`src/rtl/outline_drawer.sv`:
```
// rtl/outline_drawer.sv - walks a triangle/square outline, one Bresenham pixel per handshake
module outline_drawer #(
   parameter int width  = 4,
   parameter int height = 3
) (
   input  logic                           clk,
   input  logic                           rst_n,
   input  logic [4*(width+height)-1:0]    points,
   input  logic                           shape,
   input  logic                           in_valid,
   output logic                           in_ready,
   output logic [width-1:0]               pix_x,
   output logic [height-1:0]              pix_y,
   output logic                           pix_valid,
   input  logic                           pix_ready,
   output logic                           busy,
   output logic                           done
);

   localparam int vw = width + height;
   localparam int aw = width + 3;
   localparam logic [width-1:0]     one_x = 1;
   localparam logic [height-1:0]    one_y = 1;
   localparam logic signed [aw-1:0] zero  = '0;

   typedef enum logic [1:0] {st_idle, st_load, st_emit, st_done} state_t;

   state_t                 state, state_next;
   logic [4*vw-1:0]        pts;
   logic                   sq;
   logic [1:0]             edge_idx, last_idx, nxt_idx;
   logic [width-1:0]       cur_x, end_x, nx;
   logic [height-1:0]      cur_y, end_y, ny;
   logic signed [aw-1:0]   dx, dy, err, e2, nerr;
   logic                   sx_neg, sy_neg, degen;
   logic                   step_x, step_y, fin;

   logic [vw-1:0]          verts [4];
   logic [vw-1:0]          start_v, end_v;
   logic signed [aw-1:0]   ddx, ddy;

   function automatic logic signed [aw-1:0] ext_x(input logic [width-1:0] v);
      return signed'({{(aw-width){1'b0}}, v});
   endfunction

   function automatic logic signed [aw-1:0] ext_y(input logic [height-1:0] v);
      return signed'({{(aw-height){1'b0}}, v});
   endfunction

   always_comb begin
      for (int i = 0; i < 4; i++) verts[i] = pts[i*vw +: vw];
      last_idx = sq ? 2'd3 : 2'd2;
      nxt_idx  = (edge_idx == last_idx) ? 2'd0 : edge_idx + 2'd1;
      start_v  = verts[edge_idx];
      end_v    = verts[nxt_idx];
      ddx      = ext_x(end_v[width-1:0]) - ext_x(start_v[width-1:0]);
      ddy      = ext_y(end_v[vw-1:width]) - ext_y(start_v[vw-1:width]);
   end

   // Bresenham step from the current pixel; fin marks the edge's end (or a zero-length edge)
   always_comb begin
      e2     = err <<< 1;
      step_x = (e2 >= dy);
      step_y = (e2 <= dx);
      nerr   = err + (step_x ? dy : zero) + (step_y ? dx : zero);
      nx     = cur_x;
      ny     = cur_y;
      if (step_x) nx = sx_neg ? cur_x - one_x : cur_x + one_x;
      if (step_y) ny = sy_neg ? cur_y - one_y : cur_y + one_y;
      fin    = degen || (nx == end_x && ny == end_y);
   end

   always_comb begin
      state_next = state;
      case (state)
         st_idle: if (in_valid) state_next = st_load;
         st_load: state_next = st_emit;
         st_emit: if (pix_ready && fin)
                     state_next = (edge_idx == last_idx) ? st_done : st_load;
         st_done: state_next = st_idle;
         default: state_next = st_idle;
      endcase
   end

   always_ff @(posedge clk) begin
      if (!rst_n) begin
         state    <= st_idle;
         pts      <= '0;
         sq       <= 1'b0;
         edge_idx <= 2'd0;
         cur_x    <= '0;
         cur_y    <= '0;
         end_x    <= '0;
         end_y    <= '0;
         dx       <= '0;
         dy       <= '0;
         err      <= '0;
         sx_neg   <= 1'b0;
         sy_neg   <= 1'b0;
         degen    <= 1'b0;
      end else begin
         state <= state_next;
         case (state)
            st_idle: if (in_valid) begin
               pts      <= points;
               sq       <= shape;
               edge_idx <= 2'd0;
            end
            st_load: begin
               cur_x  <= start_v[width-1:0];
               cur_y  <= start_v[vw-1:width];
               end_x  <= end_v[width-1:0];
               end_y  <= end_v[vw-1:width];
               dx     <= (ddx < 0) ? -ddx : ddx;
               dy     <= (ddy < 0) ? ddy : -ddy;
               err    <= ((ddx < 0) ? -ddx : ddx) + ((ddy < 0) ? ddy : -ddy);
               sx_neg <= !(ddx > 0);
               sy_neg <= !(ddy > 0);
               degen  <= (start_v == end_v);
            end
            st_emit: if (pix_ready) begin
               if (fin) begin
                  if (edge_idx != last_idx) edge_idx <= edge_idx + 2'd1;
               end else begin
                  cur_x <= nx;
                  cur_y <= ny;
                  err   <= nerr;
               end
            end
            default: ;
         endcase
      end
   end

   assign in_ready  = rst_n && (state == st_idle);
   assign busy      = (state != st_idle);
   assign pix_valid = (state == st_emit);
   assign done      = (state == st_done);
   assign pix_x     = cur_x;
   assign pix_y     = cur_y;

endmodule

```
`config.mk`:
```
export PLATFORM = sky130hd
export DESIGN_NAME = outline_drawer
export DESIGN_NICKNAME = d
export VERILOG_FILES = /design/src/rtl/outline_drawer.sv
export SDC_FILE = /design/constraint.sdc
export NUM_CORES = 1
export LEC_CHECK = 0
export CAP_MARGIN = 10
export CORE_MARGIN = 2
export CORE_UTILIZATION = 45
export CTS_BUF_LIST = sky130_fd_sc_hd__clkbuf_4 sky130_fd_sc_hd__clkbuf_8 sky130_fd_sc_hd__clkbuf_16
export DETAILED_ROUTE_END_ITERATION = 12
export GPL_TIMING_DRIVEN = 0
export MAX_ROUTING_LAYER = met4
export PLACE_DENSITY = 0.69
export SLEW_MARGIN = 10
export SYNTH_ARGS = -nofsm -noshare
export SYNTH_HDL_FRONTEND = slang
export SYNTH_SLANG_ARGS = --single-unit
```
`constraint.sdc`:
```
create_clock -name clk -period 6 [get_ports clk]
set_input_delay 0.6 -clock clk [delete_from_list [all_inputs] [get_ports clk]]
set_output_delay 0.6 -clock clk [all_outputs]
set_load 0.01 [all_outputs]
```
==> Yosys cells after proc, flatten, opt, wreduce, memory -nomap -nowiden <==
Cells that the tools add are included.
W data, S select, Z words.
{ "totals": {"register_bits": 71, "inputBits": 33, "wordCells": 98} }
{ "classes": {"addsub": 12, "magnitude_cmp": 8, "n_eq_ne": 14, "n_mux": 34, "bitwise_logic": 2, "reduce_logical": 14} }
{ "op_table": {"columns": ["op", "count"], "rows": [
  ["$mux W7", 10],
  ["$bmux W7 S2", 2],
  ["$add A7 B7 Y7", 3],
  ["$mux W2", 8],
  ["$mux W4", 4],
  ["$pmux W7 S2", 1],
  ["$mux W3", 4],
  ["$ne A2 B1 Y1 const B", 4],
  ["$pmux W2 S4", 1],
  ["$pmux W4 S2", 1],
  ["$eq A7 B7 Y1", 1],
  ["$ge A7 B7 Y1", 1],
  ["$le A7 B7 Y1", 1],
  ["$neg A4 Y7", 1],
  ["$neg A5 Y7", 1],
  ["$ge A3 B3 Y1 const B", 2],
  ["$not A2 Y3", 2],
  ["$pmux W3 S2", 1],
  ["$reduce_bool A2 Y1", 3],
  ["$gt A5 B1 Y1 const B", 1],
  ["$lt A5 B1 Y1 const B", 1],
  ["$reduce_and A5 Y1", 1],
  ["$sub A4 B4 Y5", 1],
  ["$add A4 B1 Y4 const B", 1],
  ["22 further kinds", 28]
]} }

==> Longest topological paths before layout <==
Gate-level depths: netlist of the first run.
{ "logic_depth": {"word_depth": 12, "depth_mapped": 22} }

==> Worst setup path before layout of the first run <==
No wires, ideal clock.
{ "synth_timing": {"kind": "register to register", "from": "register edge_idx[1]", "to": "register err[5]", "arrival_time_ns": 4.215, "path_slack_ns": 1.710, "stages_incl_launch_ff": 19, "n_path_buf": 3, "synth_period_minus_slack_ns": 4.290, "cell_sequence": "dfxtp_1 > clkbuf_1 > clkbuf_1 > buf_1 > a211oi_1 > a31oi_1 > ha_1 > nor2b_1 > o21a_1 > or2_2 > a21oi_1 > inv_1 > ha_1 > a21o_1 > a21oi_1 > or4b_2 > o21ai_0 > o2111ai_1 > o21ai_0"} }
{ "synth_between": {"elab_chain_len": 11} }
{ "synth_lines": {"columns": ["item", "line", "source"], "rows": [
  ["from (decl)", "31", "logic [1:0] edge_idx, last_idx, nxt_idx;"],
  ["from (signal assigned)", "123", "if (edge_idx != last_idx) edge_idx <= edge_idx + 2'd1;"],
  ["$add A2 B1 Y2 / $eq A2 B2 Y1 (equally long branches)", "53", "nxt_idx = (edge_idx == last_idx) ? 2'd0 : edge_idx + 2'd1;"],
  ["$mux W2 *", "53", null],
  ["$not A2 Y3 (implied by the code) *", "55", "end_v = verts[nxt_idx];"],
  ["$bmux W7 S2 *", "55", null],
  ["$mux W7 (implied by the code) * (2 in series)", "55", null],
  ["via end_v[5]", "39", "logic [vw-1:0] start_v, end_v;"],
  ["$sub A3 B3 Y4 *", "57", "ddy = ext_y(end_v[vw-1:width]) - ext_y(start_v[vw-1:width]);"],
  ["$neg A4 Y7 / $lt A4 B1 Y1 (equally long branches)", "116", "err <= ((ddx < 0) ? -ddx : ddx) + ((ddy < 0) ? ddy : -ddy);"],
  ["$mux W7 *", "116", null],
  ["$add A7 B7 Y7 *", "116", null],
  ["$pmux W7 S2 *", "103", "case (state)"],
  ["to (signal assigned)", "116", null],
  ["to (signal assigned)", "127", "err <= nerr;"],
  ["to (decl)", "34", "logic signed [aw-1:0] dx, dy, err, e2, nerr;"]
]} }
The timed path passes the listed nets; every way through them passes the cells marked *. The select of a mux whose other input is x is not followed.
A chain may end at the register's enable or synchronous reset.

==> Worst setup path after layout of the first run <==
Same ends and word-level chain as after synthesis.

==> impl_metrics.yaml, run 1 <==
status:
  outcome: "complete, no violations"
floorplan:
  num_io_pins: 44
  start_util: 0.4617
  rows: 37
  fp.dieW_um: 106.7
  die_area_mm2: 0.01138
  fp.coreArea_mm2: 0.01028
  die_h_um: 106.7
yosys:
  syn_inst: 591
  syn-cell-area_mm2: 0.004745
  synth_fp_nets: 669
  ys_seq_area_frac: 0.2954
  avgSynthCellArea_um2: 8.028
  synth_ff_type: "dfxtp_1"
  synth_seq_cells: 70
  synthTopCellsByArea: "dfxtp_1 (30%), ha_1 (9.2%), nand2_1 (7.7%), a21oi_1 (7.1%), fa_1 (4.2%)"
  synth_top_area_cell: "dfxtp_1"
  async_flop_share: 0
  synth_cell_type_count: 59
  ys_warn_count: 0
  yosysTopAreaCellShare: 0.2954
  synth_edf_count: 0
worst_setup_path:
  cp_data_arrival_time_ps: 5690
  crit_path_end_kind: "register"
  critPathKind: "register to register"
  startpoint_type: "register"
  reg2reg_from: "edge_idx[1]"
  path_buf_inv: 4
  crit_family: "compound AO/OA/AOI/OAI gates"
  slowest_delay_ps: 610
  r2r_end: "err[5]"
  crit_path_top_delay_cell: "or4b_2"
  rrSetupSlack_ps: 580
  critPathRequiredTime_ps: 6270
  path_cells: "clkbuf_1 -> clkbuf_1 -> buf_1 -> a211oi_1 -> a31oi_1 -> ha_1 -> nor2b_1 -> o21a_1 -> or2_2 -> a21oi_1 -> inv_1 -> ha_1 -> a21o_1 -> a21oi_1 -> or4b_2 -> o21ai_0 -> o2111ai_1 -> o21ai_0"
  r2r_cells: 18
  crit_fanout: 10
power:
  p_seq_frac: 0.294
  clockPowerShare: 0.198
  p_int_mw: 1.107
  power.total_mw: 1.920
  ir_worst_vdd_v: 0.0001869
  switchingPower_mw: 0.8127
  p_per_area_mw_per_mm2: 347.7
  combPwrFrac: 0.508
  sw_frac_of_total: 0.4232
  leakagePower_nw: 2.155
clocking:
  cts_max_level: 3
  hold_buffers: 0
  cts_root_buf: "clkbuf_8"
  post_cts_buffers: 0
  post_cts_resized: 0
  numCtsBuffers: 9
  cts_tree: "built"
  clk_pin_slew_ps: 80
  clk_latency_ps: 350
  cts_buffer_depth: 2
  cts_sinks: 70
timing:
  setup_viol: 0
  drv_slew: 0
  fin_ws_ps: 582.5
  final-hold-violation-count: 0
  worst-slew-pin-transition_ps: 716.1
  setup_tns_ps: 0
  max_freq_mhz: 184.6
  slew_headroom: 0.5226
  min_period_ps: 5417
  grt_setup_unrepaired: "false"
  fin_crit_sh: 0.9029
  finClkSkew_ps: 6.375
global_routing:
  grt_max_degree: 13
  grtUsageMet2: 0.3940
  antenna_found_initial: 0
  use_met1: 0.3121
  busiest_layer: "met2"
  track_usage: 0.2441
  grt_pass1_wl_mm: 21.25
  grt_pass1_vias: 4235
  grt.overflow.total: 0
  met3_usage: 0.04134
place:
  place_area_mm2: 0.005335
  dp_hpwl_mm: 10.31
  pre_cts_slack_ps: 714.7
  gp_congestion: 0.9338
  dpl.cell_count: 769
  portBuffers: 42
hold_path:
  hp-class: "register to register"
  min-delay-start: "dx[6]"
  holdPathEnd: "dx[6]"
  holdPathStages: 2
routing:
  drt_first_pass_iters: 4
  drc: 0
  via_per_inst: 5.681
  detail_route.wl_per_cell_um: 16.72
  drtIter0Drc: 283
  wl_mm: 13.11
  drtAntennaViolNets: 0
  num_vias: 4454
flow_run:
  max-cap-violations: 0
layout:
  fillerInstances: 1018
  final_cells: 784
  final_common_cell: "nand2_1"
  layout-drive-gt1-share: 0.06019
  layout.nets: 722
  final_cell_mix: "nand2_1 (97), dfxtp_1 (70), a21oi_1 (67)"
  area_delta_synth_final_pct: 16.40
  diodes: 0
  finalInstanceArea_mm2: 0.005523
==> worst register-to-register path, stage by stage (launching register included) <==
cell,delay [ps]
dfxtp_1,310
clkbuf_1,370
clkbuf_1,470
buf_1,490
a211oi_1,150
a31oi_1,440
ha_1,350
nor2b_1,140
o21a_1,180
or2_2,320
a21oi_1,360
inv_1,80
ha_1,280
a21o_1,100
a21oi_1,100
or4b_2,610
o21ai_0,310
o2111ai_1,170
o21ai_0,120
==> power groups by stage <==
| stage | combinational, mW | clock (mW) | sequential, mW |
|---|---|---|---|
| 2_1_floorplan | 0.723 | 0 | 0.558 |
| 3_3_place_gp | 0.939 | 0 | 0.572 |
| 3_5_place_dp | 0.961 | 0 | 0.574 |
| 4_1_cts | 0.971 | 0.385 | 0.564 |
| 5_1_grt | 1.08 | 0.408 | 0.571 |
| 6_report | 0.976 | 0.380 | 0.565 |
==> stage by stage <==
stage	util	hold WS [ps]
2_1_floorplan	-	430.3
3_3_place_gp	0.5191	447.1
3_5_place_dp	0.5191	444.4
4_1_cts	0.5374	457.5
5_1_grt	0.5374	487.5
6_report	0.5374	457.1
==> cell families after synthesis <==
kind of cell	count (synthesis)	synth area share
muxes	17	0.05564
buffers and inverters	79	0.06303
xor gates and xnor gates	28	0.05459
and+or+nand+nor	196	0.1854
AOI/OAI and AO/OA	156	0.2115
DFF	70	0.2954
adders and majority gates	45	0.1345
==> cells in the mapped netlist (2+ instances only) <==
master	count
a211oi_1	19
a21o_1	10
a21oi_1	67
a22oi_1	2
a31oi_1	9
and2_1	8
buf_1	2
buf_2	2
clkbuf_1	29
dfxtp_1	70
fa_1	10
ha_1	35
inv_1	45
mux2i_1	8
mux4_2	7
nand2_1	97
nand2b_1	4
nand3_1	11
nand3b_1	3
nand4_1	2
nor2_1	36
nor2b_1	10
nor3_1	13
nor4_1	2
o2111ai_1	4
o211ai_1	6
o21a_1	2
o21ai_0	15
o221ai_1	3
o22ai_1	2
o311a_1	2
or2_2	4
xnor2_1	22
xor2_1	5
==> state kept, by name (all words and copies together) (netlist names) <==
signal / flops
degen: 1
dx: 7
dy: 7
edge_idx: 2
end_x: 4
end_y: 3
err: 6
pix_x: 4
pix_y: 3
pts: 28
sq: 1
state: 2
sx_neg: 1
sy_neg: 1
==> worst max-delay path by stage <==
stage	start	endpoint	slack, ps	cells past startpoint
global placement	edge_idx[1]	err[5]	800	18
finish	edge_idx[1]	err[5]	580	18
detailed placement	edge_idx[1]	err[5]	710	18
CTS	edge_idx[1]	err[5]	620	18
floorplan	edge_idx[1]	err[5]	1710	18
global route	edge_idx[1]	err[5]	230	18
==> cell type report <==
cell class	instances	area [um^2]	area share
multi-input cells	442	3044	0.5512
plain buffers	33	126.4	0.02288
inverters	46	172.7	0.03126
well taps	136	170.2	0.03081
clock inverters	6	63.81	0.01155
repair buffers	42	420.4	0.07612
flip-flops and latches	70	1401	0.2537
clock buffers	9	123.9	0.02243
==> per-layer routing <==
metal,part of all wire,wire [um]
met5,0,0
met3,0.059,779
met4,0.026,346
met1,0.44,5824
met2,0.47,6155
(Power assumes the default switching activity.)
==> run 2: changes to the inputs <==
- CORE_MARGIN: 2 -> 4
==> run 2 against run 1 <==
Compared with the run above: register-to-register slack better by 130 ps; fmax up 2.4%; critical endpoint unchanged; flip-flop and latch count unchanged.
==> impl_metrics.yaml, run 2 (synthesis results as in run 1) <==
routing:
  drt_first_pass_iters: 5
  num_vias: 4412
  via_per_inst: 5.620
  drc: 0
  drtAntennaViolNets: 0
  detail_route.wl_per_cell_um: 16.57
  wl_mm: 13.01
  drtIter0Drc: 372
timing:
  fin_ws_ps: 710.9
  fin_crit_sh: 0.8815
  max_freq_mhz: 189.1
  drv_slew: 0
  grt_setup_unrepaired: "false"
  finClkSkew_ps: 12.57
  final-hold-violation-count: 0
  setup_viol: 0
  setup_tns_ps: 0
  worst-slew-pin-transition_ps: 698.8
  slew_headroom: 0.5341
  min_period_ps: 5289
floorplan:
  fp.dieW_um: 110.7
  num_io_pins: 44
  start_util: 0.4617
  die_area_mm2: 0.01225
  rows: 37
  fp.coreArea_mm2: 0.01028
  die_h_um: 110.7
layout:
  final_cell_mix: "nand2_1 (97), dfxtp_1 (70), a21oi_1 (67)"
  layout-drive-gt1-share: 0.06163
  final_cells: 785
  largestRegisters: "pts (28), dx (7), dy (7)"
  multiInputGateArea_mm2: 0.003044
  final_common_cell: "nand2_1"
  diodes: 0
  regMostFlops: "pts"
  layout.nets: 722
  area_delta_synth_final_pct: 17.51
  largest_reg_flops: 28
  regArea_mm2: 0.001401
  fillerInstances: 995
place:
  dpl.cell_count: 769
  pre_cts_slack_ps: 770.0
  gp_congestion: 0.9454
  dp_hpwl_mm: 10.24
  portBuffers: 42
global_routing:
  grt.overflow.total: 0
  grt_max_degree: 13
  antenna_found_initial: 0
  grt_pass1_vias: 4237
  track_usage: 0.2197
  grt_pass1_wl_mm: 21.29
clocking:
  numCtsBuffers: 9
  post_cts_resized: 0
  cts_sinks: 70
  clk_latency_ps: 360
  cts_max_level: 3
  cts_tree: "built"
  cts_root_buf: "clkbuf_8"
  cts_buffer_depth: 2
  post_cts_buffers: 0
  hold_buffers: 0
  clk_pin_slew_ps: 80
worst_setup_path:
  path_cells: "clkbuf_1 -> clkbuf_1 -> buf_1 -> a211oi_1 -> a31oi_1 -> ha_1 -> nor2b_1 -> o21a_1 -> or2_2 -> a21oi_1 -> inv_1 -> ha_1 -> a21o_1 -> a21oi_1 -> or4b_2 -> o21ai_0 -> o2111ai_1 -> o21ai_0"
  crit_fanout: 10
  crit_path_top_delay_cell: "or4b_2"
  startpoint_type: "register"
  cp_data_arrival_time_ps: 5580
  crit_family: "compound AO/OA/AOI/OAI gates"
  path_buf_inv: 4
  crit_path_end_kind: "register"
  critPathKind: "register to register"
  critPathRequiredTime_ps: 6290
  slowest_delay_ps: 610
flow_run:
  max-cap-violations: 0
status:
  outcome: "complete, no violations"
hold_path:
  hp-class: "register to register"
power:
  power.total_mw: 2.017
  leakagePower_nw: 2.188
  ir_worst_vdd_v: 0.0001550
  p_per_area_mw_per_mm2: 361.7
run 2: cell types whose count changed in the layout (fill, tap and decap cells not counted):
cell,before,now
bufinv_16,1,3
clkbuf_4,0,1
clkinv_4,1,0
clkinvlp_4,2,0
inv_6,0,1
run 2: worst paths after layout:
check / slack (ps) / endpoint / startpoint / cells past startpoint
setup / recovery: 710 / err[5] / edge_idx[1] / 18
hold / removal: 460 / dx[4] / dx[4] / 2
setup reg to reg: 710 / err[5] / edge_idx[1] / 18
hold reg to reg: 460 / dx[4] / dx[4] / 2
run 2: metrics by stage:
step | hold slack, ps | util | instance area (um^2)
6_report | 461.6 | 0.5425 | 5575
5_1_grt | 483.4 | 0.5425 | 5575
4_1_cts | 463.4 | 0.5425 | 5575
3_5_place_dp | 452.5 | 0.5191 | 5335
3_3_place_gp | 446.4 | 0.5191 | 5335
2_1_floorplan | 430.3 | - | 4745
run 2: area by class of cell:
type / count / area share
inverters: 46 / 0.03097
clock inverters: 6 / 0.01952
clock buffers: 10 / 0.02356
flip-flops and latches: 70 / 0.2513
multi-input cells: 442 / 0.5460
well taps: 136 / 0.03052
plain buffers: 33 / 0.02267
repair buffers: 42 / 0.07540
run 2: metal layers:
metal  vias to the layer above  part of all wire  global-route usage
li1                       2156                 -                   -
met1                      2076              0.46              0.2810
met2                       146              0.46              0.3475
met3                        34             0.047             0.03657
met4                         0             0.033             0.08785
met5                         -                 0                   -
run 2: tightest hold or removal path, cell delays in order, from the launching register on:
cell and delay (ps):
dfxtp_1 320, nand2_1 50, a21oi_1 50
run 2: where the power goes:
part | switching (mW) | leakage [nW] | total, mW | internal [mW]
Clock | 0.191 | 0.124 | 0.472 | 0.281
Sequential | 0.0524 | 0.572 | 0.564 | 0.511
Combinational | 0.573 | 1.49 | 0.981 | 0.408
Total | 0.817 | 2.19 | 2.02 | 1.20
